`config.mk`:
```
export PLATFORM = sky130hd
export DESIGN_NAME = fp_div_iter
export DESIGN_NICKNAME = d
export VERILOG_FILES = /design/src/rtl/fp_div_iter.sv
export SDC_FILE = /design/constraint.sdc
export NUM_CORES = 1
export LEC_CHECK = 0
export BUFFER_PORTS_ARGS = -buffer_cell sky130_fd_sc_hd__buf_4
export CORE_MARGIN = 1.5
export CORE_UTILIZATION = 50
export DETAILED_ROUTE_END_ITERATION = 8
export PLACE_DENSITY = 0.7
export SYNTH_ARGS = -nofsm -noshare
export SYNTH_HDL_FRONTEND = slang
export SYNTH_SLANG_ARGS = --single-unit
```
`constraint.sdc`:
```
create_clock -name clk -period 16.2 [get_ports clk]
set_input_delay 3.24 -clock clk [delete_from_list [all_inputs] [get_ports clk]]
set_output_delay 3.24 -clock clk [all_outputs]
set_load 0.005 [all_outputs]
```
`src/rtl/fp_div_iter.sv`:
```
// fp_div_iter: multi-cycle radix-2 restoring floating-point divider with valid/ready handshake
// Ports:
//   clk, rst_n            clock, synchronous active-low reset
//   in_valid / in_ready   operand handshake; a, b, rnd captured on accept
//   a, b                  dividend, divisor (W = 1+EXP_W+SIG_W bits)
//   rnd                   0 RNE, 1 RTZ, 2 toward +inf, 3 toward -inf
//   out_valid / out_ready result handshake; z and status held until taken
//   z                     quotient
//   status                {invalid, divzero, overflow, underflow, inexact}
// Define FP_DIV_STATUS_EN to drive status; otherwise status is tied to zero.
module fp_div_iter #(
    parameter int EXP_W = 8,
    parameter int SIG_W = 23,
    localparam int W = 1 + EXP_W + SIG_W
) (
    input  logic         clk,
    input  logic         rst_n,
    input  logic         in_valid,
    output logic         in_ready,
    input  logic [W-1:0] a,
    input  logic [W-1:0] b,
    input  logic [1:0]   rnd,
    output logic         out_valid,
    input  logic         out_ready,
    output logic [W-1:0] z,
    output logic [4:0]   status
);
    localparam int BIAS = 2 ** (EXP_W - 1) - 1;
    localparam int EW = EXP_W + 2;
    localparam int CW = $clog2(SIG_W + 3);
    localparam logic [CW-1:0] LAST = CW'(SIG_W + 2);
    localparam logic [EXP_W-1:0] EXP_ONES = '1;

    typedef enum logic [1:0] {IDLE, DIV, ROUND, DONE} state_t;
    state_t state, state_nx;

    logic                 sa, sb;
    logic [EXP_W-1:0]     ea, eb;
    logic [SIG_W-1:0]     fa, fb;
    logic                 a_zero, b_zero, a_inf, b_inf, a_nan, b_nan;
    logic                 sp_nan, special, sgn_in, accept;
    logic [W-1:0]         sp_z;

    logic [1:0]           rnd_q;
    logic                 sign_q;
    logic [SIG_W+1:0]     rem, rem_nx, mb_q;
    logic [SIG_W+2:0]     q;
    logic [EW-1:0]        e_q, e1, e2;
    logic [CW-1:0]        cnt;
    logic [W-1:0]         z_q, rd_z;
    logic                 ge, hi, guard, sticky, inc, away, ovf, udf;
    logic [SIG_W:0]       sig;
    logic [SIG_W+1:0]     sum;
    logic                 unused_hidden;

    assign {sa, ea, fa} = a;
    assign {sb, eb, fb} = b;

    // Denormals (exp 0) are treated as signed zero.
    always_comb begin
        a_zero  = ea == '0;
        b_zero  = eb == '0;
        a_inf   = &ea && fa == '0;
        b_inf   = &eb && fb == '0;
        a_nan   = &ea && fa != '0;
        b_nan   = &eb && fb != '0;
        sgn_in  = sa ^ sb;
        sp_nan  = a_nan || b_nan || (a_zero && b_zero) || (a_inf && b_inf);
        special = sp_nan || a_inf || b_inf || a_zero || b_zero;
        accept  = in_valid && in_ready;
        sp_z    = sp_nan ? {1'b0, EXP_ONES, 1'b1, {(SIG_W-1){1'b0}}} :
                  (a_inf || b_zero) ? {sgn_in, EXP_ONES, {SIG_W{1'b0}}} :
                  {sgn_in, {(W-1){1'b0}}};
    end

    always_ff @(posedge clk) begin
        if (!rst_n)
            state <= IDLE;
        else
            state <= state_nx;
    end

    always_comb begin
        state_nx = state;
        case (state)
            IDLE:  state_nx = accept ? (special ? DONE : DIV) : IDLE;
            DIV:   state_nx = (cnt == LAST) ? ROUND : DIV;
            ROUND: state_nx = DONE;
            DONE:  state_nx = out_ready ? IDLE : DONE;
        endcase
    end

    always_comb begin
        in_ready  = state == IDLE;
        out_valid = state == DONE;
    end

    // One restoring step per DIV cycle; the remainder is stored pre-shifted,
    // which loses nothing because it is always below the divisor.
    always_comb begin
        ge     = rem >= mb_q;
        rem_nx = ge ? rem - mb_q : rem;
    end

    always_comb begin
        hi     = q[SIG_W+2];
        sig    = hi ? q[SIG_W+2:2] : q[SIG_W+1:1];
        guard  = hi ? q[1] : q[0];
        sticky = (hi && q[0]) || rem != '0;
        e1     = hi ? e_q : e_q - EW'(1);
        inc    = rnd_q == 2'd0 ? guard && (sticky || sig[0]) :
                 rnd_q == 2'd1 ? 1'b0 :
                 rnd_q == 2'd2 ? !sign_q && (guard || sticky) :
                 sign_q && (guard || sticky);
        sum    = {1'b0, sig} + {{(SIG_W+1){1'b0}}, inc};
        // A carry out leaves the fraction bits at zero, i.e. 1.0 at e+1.
        e2     = e1 + {{(EW-1){1'b0}}, sum[SIG_W+1]};
        ovf    = !e2[EW-1] && e2[EW-2:0] >= (EW-1)'(2 ** EXP_W - 1);
        udf    = e2[EW-1] || e2 == '0;
        away   = rnd_q == 2'd0 ? 1'b1 :
                 rnd_q == 2'd1 ? 1'b0 :
                 rnd_q == 2'd2 ? !sign_q : sign_q;
        rd_z   = ovf ? (away ? {sign_q, EXP_ONES, {SIG_W{1'b0}}} :
                               {sign_q, {(EXP_W-1){1'b1}}, 1'b0, {SIG_W{1'b1}}}) :
                 udf ? {sign_q, {(W-1){1'b0}}} :
                 {sign_q, e2[EXP_W-1:0], sum[SIG_W-1:0]};
    end

    assign unused_hidden = sum[SIG_W];

    always_ff @(posedge clk) begin
        if (!rst_n) begin
            z_q    <= '0;
            rnd_q  <= '0;
            sign_q <= 1'b0;
            rem    <= '0;
            mb_q   <= '0;
            e_q    <= '0;
            q      <= '0;
            cnt    <= '0;
        end else begin
            if (accept) begin
                rnd_q  <= rnd;
                sign_q <= sgn_in;
                rem    <= {2'b01, fa};
                mb_q   <= {2'b01, fb};
                e_q    <= EW'(ea) - EW'(eb) + EW'(BIAS);
                q      <= '0;
                cnt    <= '0;
                if (special)
                    z_q <= sp_z;
            end
            if (state == DIV) begin
                q   <= {q[SIG_W+1:0], ge};
                rem <= rem_nx << 1;
                cnt <= cnt + CW'(1);
            end
            if (state == ROUND)
                z_q <= rd_z;
        end
    end

    assign z = z_q;

`ifdef FP_DIV_STATUS_EN
    logic [4:0] st_q, sp_st, rd_st;

    always_comb begin
        sp_st = {sp_nan, !sp_nan && !a_inf && b_zero, 3'b000};
        rd_st = ovf ? 5'b00101 : udf ? 5'b00011 : {4'b0000, guard || sticky};
    end

    always_ff @(posedge clk) begin
        if (!rst_n)
            st_q <= '0;
        else if (accept && special)
            st_q <= sp_st;
        else if (state == ROUND)
            st_q <= rd_st;
    end

    assign status = st_q;
`else
    assign status = '0;
`endif
endmodule

```
==> reports/metrics.yaml, run 1 <==
status: "finished, final reports clean"
post-place-ws_ps: 10000
num_rows: 48
cp_common_cell: "ha_1"
worstSetupEndpointType: "flip-flop"
yosys.area.top_type_share_pct: 29.0
rsz0062_at_grt: "false"
power_switching_mw: 0.440
power.density_mw_per_mm2: 119
synth_edf_count: 0
hold_viol: 0
io_pins: 109
core_sq_mm: 0.0172
critPathSlowestCell: "dfxtp_2"
multi_input_area_sq_mm: 0.00568
drc_errors: 0
async_flop_share_pct: 0
min_path_type: "reg -> reg"
cts.root.buffer_cell: "clkbuf_16"
layout_setup_ws_ps: 9960
crit_fanout: 32
drt-total-wl_um: 23100
vias: 8402
hpwlAfterDp_um: 16600
met2_wirelength_um: 10000
h-tree-depth: 4
die_w_um: 135
power_frac_seq_pct: 29.8
period_needed_ps: 6240
clock.fmax_ghz: 0.160
cp-start-kind: "flip-flop"
wl_met1_um: 11200
finalClockSkew_ps: 8.42
grt_pass1_vias: 7632
layout-drive-gt1-share_pct: 14.8
hold_buffers: 0
p_sw_share_pct: 36.2
synth.area.top_cells: "dfxtp_1, nand2_1, ha_1"
die-area_sq_mm: 0.0183
die_h_um: 135
ir_worst_vdd_v: 0.0000838
yosysMostFrequentCell: "nand2_1"
synth_top_area_cell: "dfxtp_1"
clockBufferDepth: 2
worst_pin_slew_ps: 1140
cts_setup_buffers: 0
p_leak_nw: 4.05
fin_setup_tns_ps: 0
antenna_left: 0
relSlewSlack_pct: 23.4
crit_family: "simple AND/OR/NAND/NOR gates"
nFillCells: 1596
wire_per_inst_um: 16.2
yosys-top-cells-count: "nand2_1, dfxtp_1, a21boi_0, inv_1"
required_ps: 16520
wl_met3_um: 1150
n_antenna_cell: 0
clkTransAtPathRegs_ps: 60
comb_power_share_pct: 37.9
insertion_delay_ps: 430
yosysWarningCount: 0
cts_buffers: 17
nets: 1296
ys_seq_elements: 127
area_growth_pct: 16.2
top_layer: "met4"
grtUsageTotal_pct: 25.9
max-cap-violations: 0
cp.arrival_ps: 6570
yosysUniqueCellTypes: 75
clock-sinks: 127
clockPowerShare_pct: 32.3
setup_violations: 0
grt_overflow: 0
dr.first_iter.drc_count: 573
place.gp.congestion: 0.890
io_buffers: 103
start_util_pct: 50.9
internal-power_mw: 0.778
crit_type: "reg -> reg"
path_depth: 22
final-seq-area_sq_mm: 0.00254
ff2ff_path_depth: 22
grt_pass1_wl_um: 38300
antenna_found_initial: 0
seq_area_frac_synth_pct: 29.0
layout_worst_path_cycle_share_pct: 38.5
syn_area_sq_mm: 0.00877
grt_max_degree: 71
firstDrtPassIters: 5
path_buf_inv: 1
cts_tree: "yes"
cp_slowest_stage_delay_ps: 750
detail_route.vias_per_cell: 5.91
syn_avg_cell_area_sq_um: 7.80
post_cts_resized: 0
crit_chain: "a211oi_1 > nand4_1 > o31ai_1 > a21oi_1 > ha_1 > ha_1 > nand3_1 > nor4b_1 > and4_1 > nor4bb_1 > nand2_1 > nor2_1 > ha_1 > ha_1 > xnor2_1 > or4b_2 > a311o_1 > nand2_4 > nor3_2 > buf_4 > nor4b_1 > a211o_1"
hold_depth: 2
synth_flop_cell: "dfxtp_1"
slew_violations: 0
synthCells: 1124
-- layout make-up --
type,count,area share [%]
clock buffers,18,4.31
multi-input cells,863,55.7
clock inverters,13,1.61
flip-flops and latches,127,25.0
inverters,61,2.25
well taps,225,2.76
repair buffers,114,8.39
-- final timing paths --
kind              slack (ps)    start  endpoint
setup / recovery        9960    q[25]     z[21]
hold / removal           460  mb_q[7]   mb_q[7]
setup reg to reg        9960    q[25]     z[21]
hold reg to reg          460  mb_q[7]   mb_q[7]
-- per-stage QoR --
step                utilization [%]  power (mW)  cell area (sq um)  hold slack, ps  instances
finish                         59.1        1.22              10200             463       1421
CTS                            59.1        1.22              10200             469       1421
global route                   59.1        1.29              10200             484       1421
detailed placement             55.6       0.819               9590             461       1390
global placement               55.6       0.817               9590             453       1390
floorplan                         -       0.711               8790             443       1128
-- flip-flops by register name, summed over array words and instances, names as in the netlist --
name,flops
q,26
cnt,5
rnd_q,2
e_q,10
state,2
mb_q,24
z,32
rem,25
sign_q,1
-- power by group through the flow --
stage | clock network, mW | registers, mW | logic, mW
floorplan | 0 | 0.359 | 0.352
global placement | 0 | 0.368 | 0.449
detailed placement | 0 | 0.369 | 0.450
CTS | 0.399 | 0.362 | 0.455
global route | 0.413 | 0.367 | 0.510
finish | 0.393 | 0.363 | 0.461
-- kinds of logic (layout without fill, tap and decap cells) --
family                     count (synthesis)  count (layout)  synth area share, %
AOI/OAI and AO/OA                        328             328                 26.6
and+or+nand+nor                          409             409                 23.2
xor gates and xnor gates                  50              50                 4.99
buffers and inverters                    138             206                 6.56
adders and majority gates                 42              42                 6.16
muxes                                     29              29                 3.40
other                                      1               5               0.0428
DFF                                      127             127                 29.0
-- cells in the final DEF (no fill, tap or decap), types with 25 or more instances in the layout --
cell,n
nand2_1,165
dfxtp_1,126
buf_4,114
inv_1,61
a21boi_0,61
nand3_1,54
a21oi_1,54
o21ai_0,54
nor2_1,45
ha_1,40
xnor2_1,34
nor4_1,25
-- metal layers --
layer	up-vias	global-route usage [%]
li1	4221	-
met1	3901	37.0
met2	229	38.7
met3	51	4.68
met4	0	9.92
met5	-	0
-- worst reg2reg max path: stages, from the launching register on --
cell and delay, ps:
dfxtp_2 750, a211oi_1 180, nand4_1 170, o31ai_1 90, a21oi_1 150, ha_1 210
ha_1 220, nand3_1 130, nor4b_1 700, and4_1 350, nor4bb_1 420, nand2_1 150
nor2_1 140, ha_1 230, ha_1 230, xnor2_1 180, or4b_2 610, a311o_1 400
nand2_4 120, nor3_2 50, buf_4 210, nor4b_1 170, a211o_1 260
No activity file was read; power rests on OpenSTA's default activity.
==> run 2, diff against run 1 <==
- ABC_AREA: unset -> 1
- clock period: 16.2 -> 6.3 ns (I/O delays scaled with it)
==> reports/metrics.yaml, run 2 <==
status: "finished, final reports clean"
postPlaceCellArea_sq_mm: 0.00970
clock-sinks: 127
core_sq_mm: 0.0174
dpl.cell_count: 1616
clockBufferDepth: 2
grtUsageTotal_pct: 26.1
setup_violations: 0
insertion_delay_ps: 420
synth_flop_cell: "dfxtp_1"
layout-drive-gt1-share_pct: 16.0
synth_edf_count: 0
die_h_um: 136
yosysMostFrequentCell: "nand2_1"
nFillCells: 1720
grt_pass1_wl_um: 38900
dr.first_iter.drc_count: 494
worst_pin_slew_ps: 1260
cts.root.buffer_cell: "clkbuf_16"
crit_fanout: 39
min_path_type: "reg -> reg"
worstSetupEndpointType: "flip-flop"
power.density_mw_per_mm2: 288
critPathSlowestCell: "dfxtp_1"
fin_setup_tns_ps: 0
hp-start: "z[31]"
h-tree-depth: 4
synth_top_area_cell: "dfxtp_1"
layout_setup_ws_ps: 1700
synth_fa_ha_area_share_pct: 6.08
synth.area.top_cells: "dfxtp_1, nand2_1, a21oi_1"
yosys.area_share.simple_pct: 27.9
syn_area_sq_mm: 0.00888
antenna_found_initial: 0
synthCells: 1338
slew_violations: 0
max-cap-violations: 0
finalClockSkew_ps: 10.3
layout.cells.most_common: "nand2_1"
layout_worst_path_cycle_share_pct: 73.0
yosys-top-cells-count: "nand2_1, inv_1, a21oi_1"
path_buf_inv: 4
ys_seq_elements: 127
num_rows: 48
drt-total-wl_um: 23400
crit_start: "q[25]"
synth_top_family_by_area: "simple AND/OR/NAND/NOR gates"
antenna_left: 0
total_power_mw: 2.96
hold_viol: 0
hpwlAfterDp_um: 17200
crit_type: "reg -> reg"
detail_route.vias_per_cell: 5.38
wire_per_inst_um: 14.2
cp.arrival_ps: 4860
post_cts_resized: 0
yosys.area.top_type_share_pct: 28.6
fin_area_sq_mm: 0.0103
place.gp.congestion: 0.896
n_antenna_cell: 0
fin_util_pct: 59.3
synth-compound-area-share_pct: 22.3
ir_worst_vdd_v: 0.000242
io_buffers: 103
cp_slowest_stage_delay_ps: 450
clkTransAtPathRegs_ps: 60
cts_buffers: 17
crit_family: "simple AND/OR/NAND/NOR gates"
most-common-layout-cells: "nand2_1, inv_1, a21oi_1"
cts_tree: "yes"
grt_overflow: 0
synthXorXnorAreaFrac_pct: 4.53
vias: 8868
period_needed_ps: 4600
area_growth_pct: 15.8
relSlewSlack_pct: 15.8
required_ps: 6560
cp-start-kind: "flip-flop"
die-area_sq_mm: 0.0186
grt_max_degree: 85
grt_pass1_vias: 8117
drc_errors: 0
p_leak_nw: 4.29
yosysWarningCount: 0
cts_setup_buffers: 0
clock.fmax_ghz: 0.218
rsz0062_at_grt: "false"
syn_avg_cell_area_sq_um: 6.64
nets: 1522
final-seq-area_sq_mm: 0.00254
final_cells: 1648
r2r-start: "q[25]"
multi_input_area_sq_mm: 0.00545
muxShareOfSynthArea_pct: 0
post-place-ws_ps: 1690
die_w_um: 136
largest_reg_flops: 32
seq_area_frac_synth_pct: 28.6
start_util_pct: 51.2
whs_ps: 465
firstDrtPassIters: 5
yosysUniqueCellTypes: 53
io_pins: 109
cp_common_cell: "nand2_1"
async_flop_share_pct: 0
hold_buffers: 0
run 2: changes by cell type after synthesis, sizes merged, moves of 21 or more:
cell,change
a221o,-21
inv,+98
mux2i,-23
nor2,+49
a21boi,-60
a211oi,-25
a21oi,+108
o21ai,+75
nand2,+173
run 2: worst reg2reg max path, delay by kind of cell (launching register included):
| family | cells | cell delay, ps |
|---|---|---|
| flip-flops | 1 | 450 |
| buffers and inverters | 4 | 590 |
| AND/OR/NAND/NOR | 19 | 2160 |
| AO/OA/AOI/OAI | 4 | 590 |
| adder cells (fa/ha/maj) | 3 | 620 |
run 2: final cells by class:
cell class / instances / share of cell area (%)
repair buffers: 109 / 7.95
clock inverters: 14 / 1.61
multi-input cells: 995 / 52.9
well taps: 225 / 2.74
clock buffers: 18 / 4.17
inverters: 160 / 5.89
flip-flops and latches: 127 / 24.7
run 2: final timing paths:
check / endpoint / slack [ps] / cells after the start
min reg2reg: z[31] / 460 / 2
max: z[27] / 1700 / 30
min: z[31] / 460 / 2
max reg2reg: z[27] / 1700 / 30
run 2: kinds of logic after synthesis:
logic type | Yosys count
and+or+nand+nor | 558
adders and majority gates | 42
AOI/OAI and AO/OA | 344
DFF | 127
buffers and inverters | 220
xor gates and xnor gates | 46
other | 1
run 2: power breakdown:
part	switching, mW	total, mW	internal [mW]
sequential	0.0506	0.912	0.861
combinational	0.680	1.05	0.366
clock	0.381	1.00	0.621
run 2: per-layer routing:
| metal | up-vias | share of wire [%] | global-route usage [%] |
|---|---|---|---|
| met5 | - | 0 | 0 |
| met4 | 0 | 1.8 | 7.27 |
| met3 | 33 | 5.2 | 5.33 |
| met2 | 232 | 46 | 43.2 |
| met1 | 4028 | 47 | 34.5 |
| li1 | 4575 | - | - |
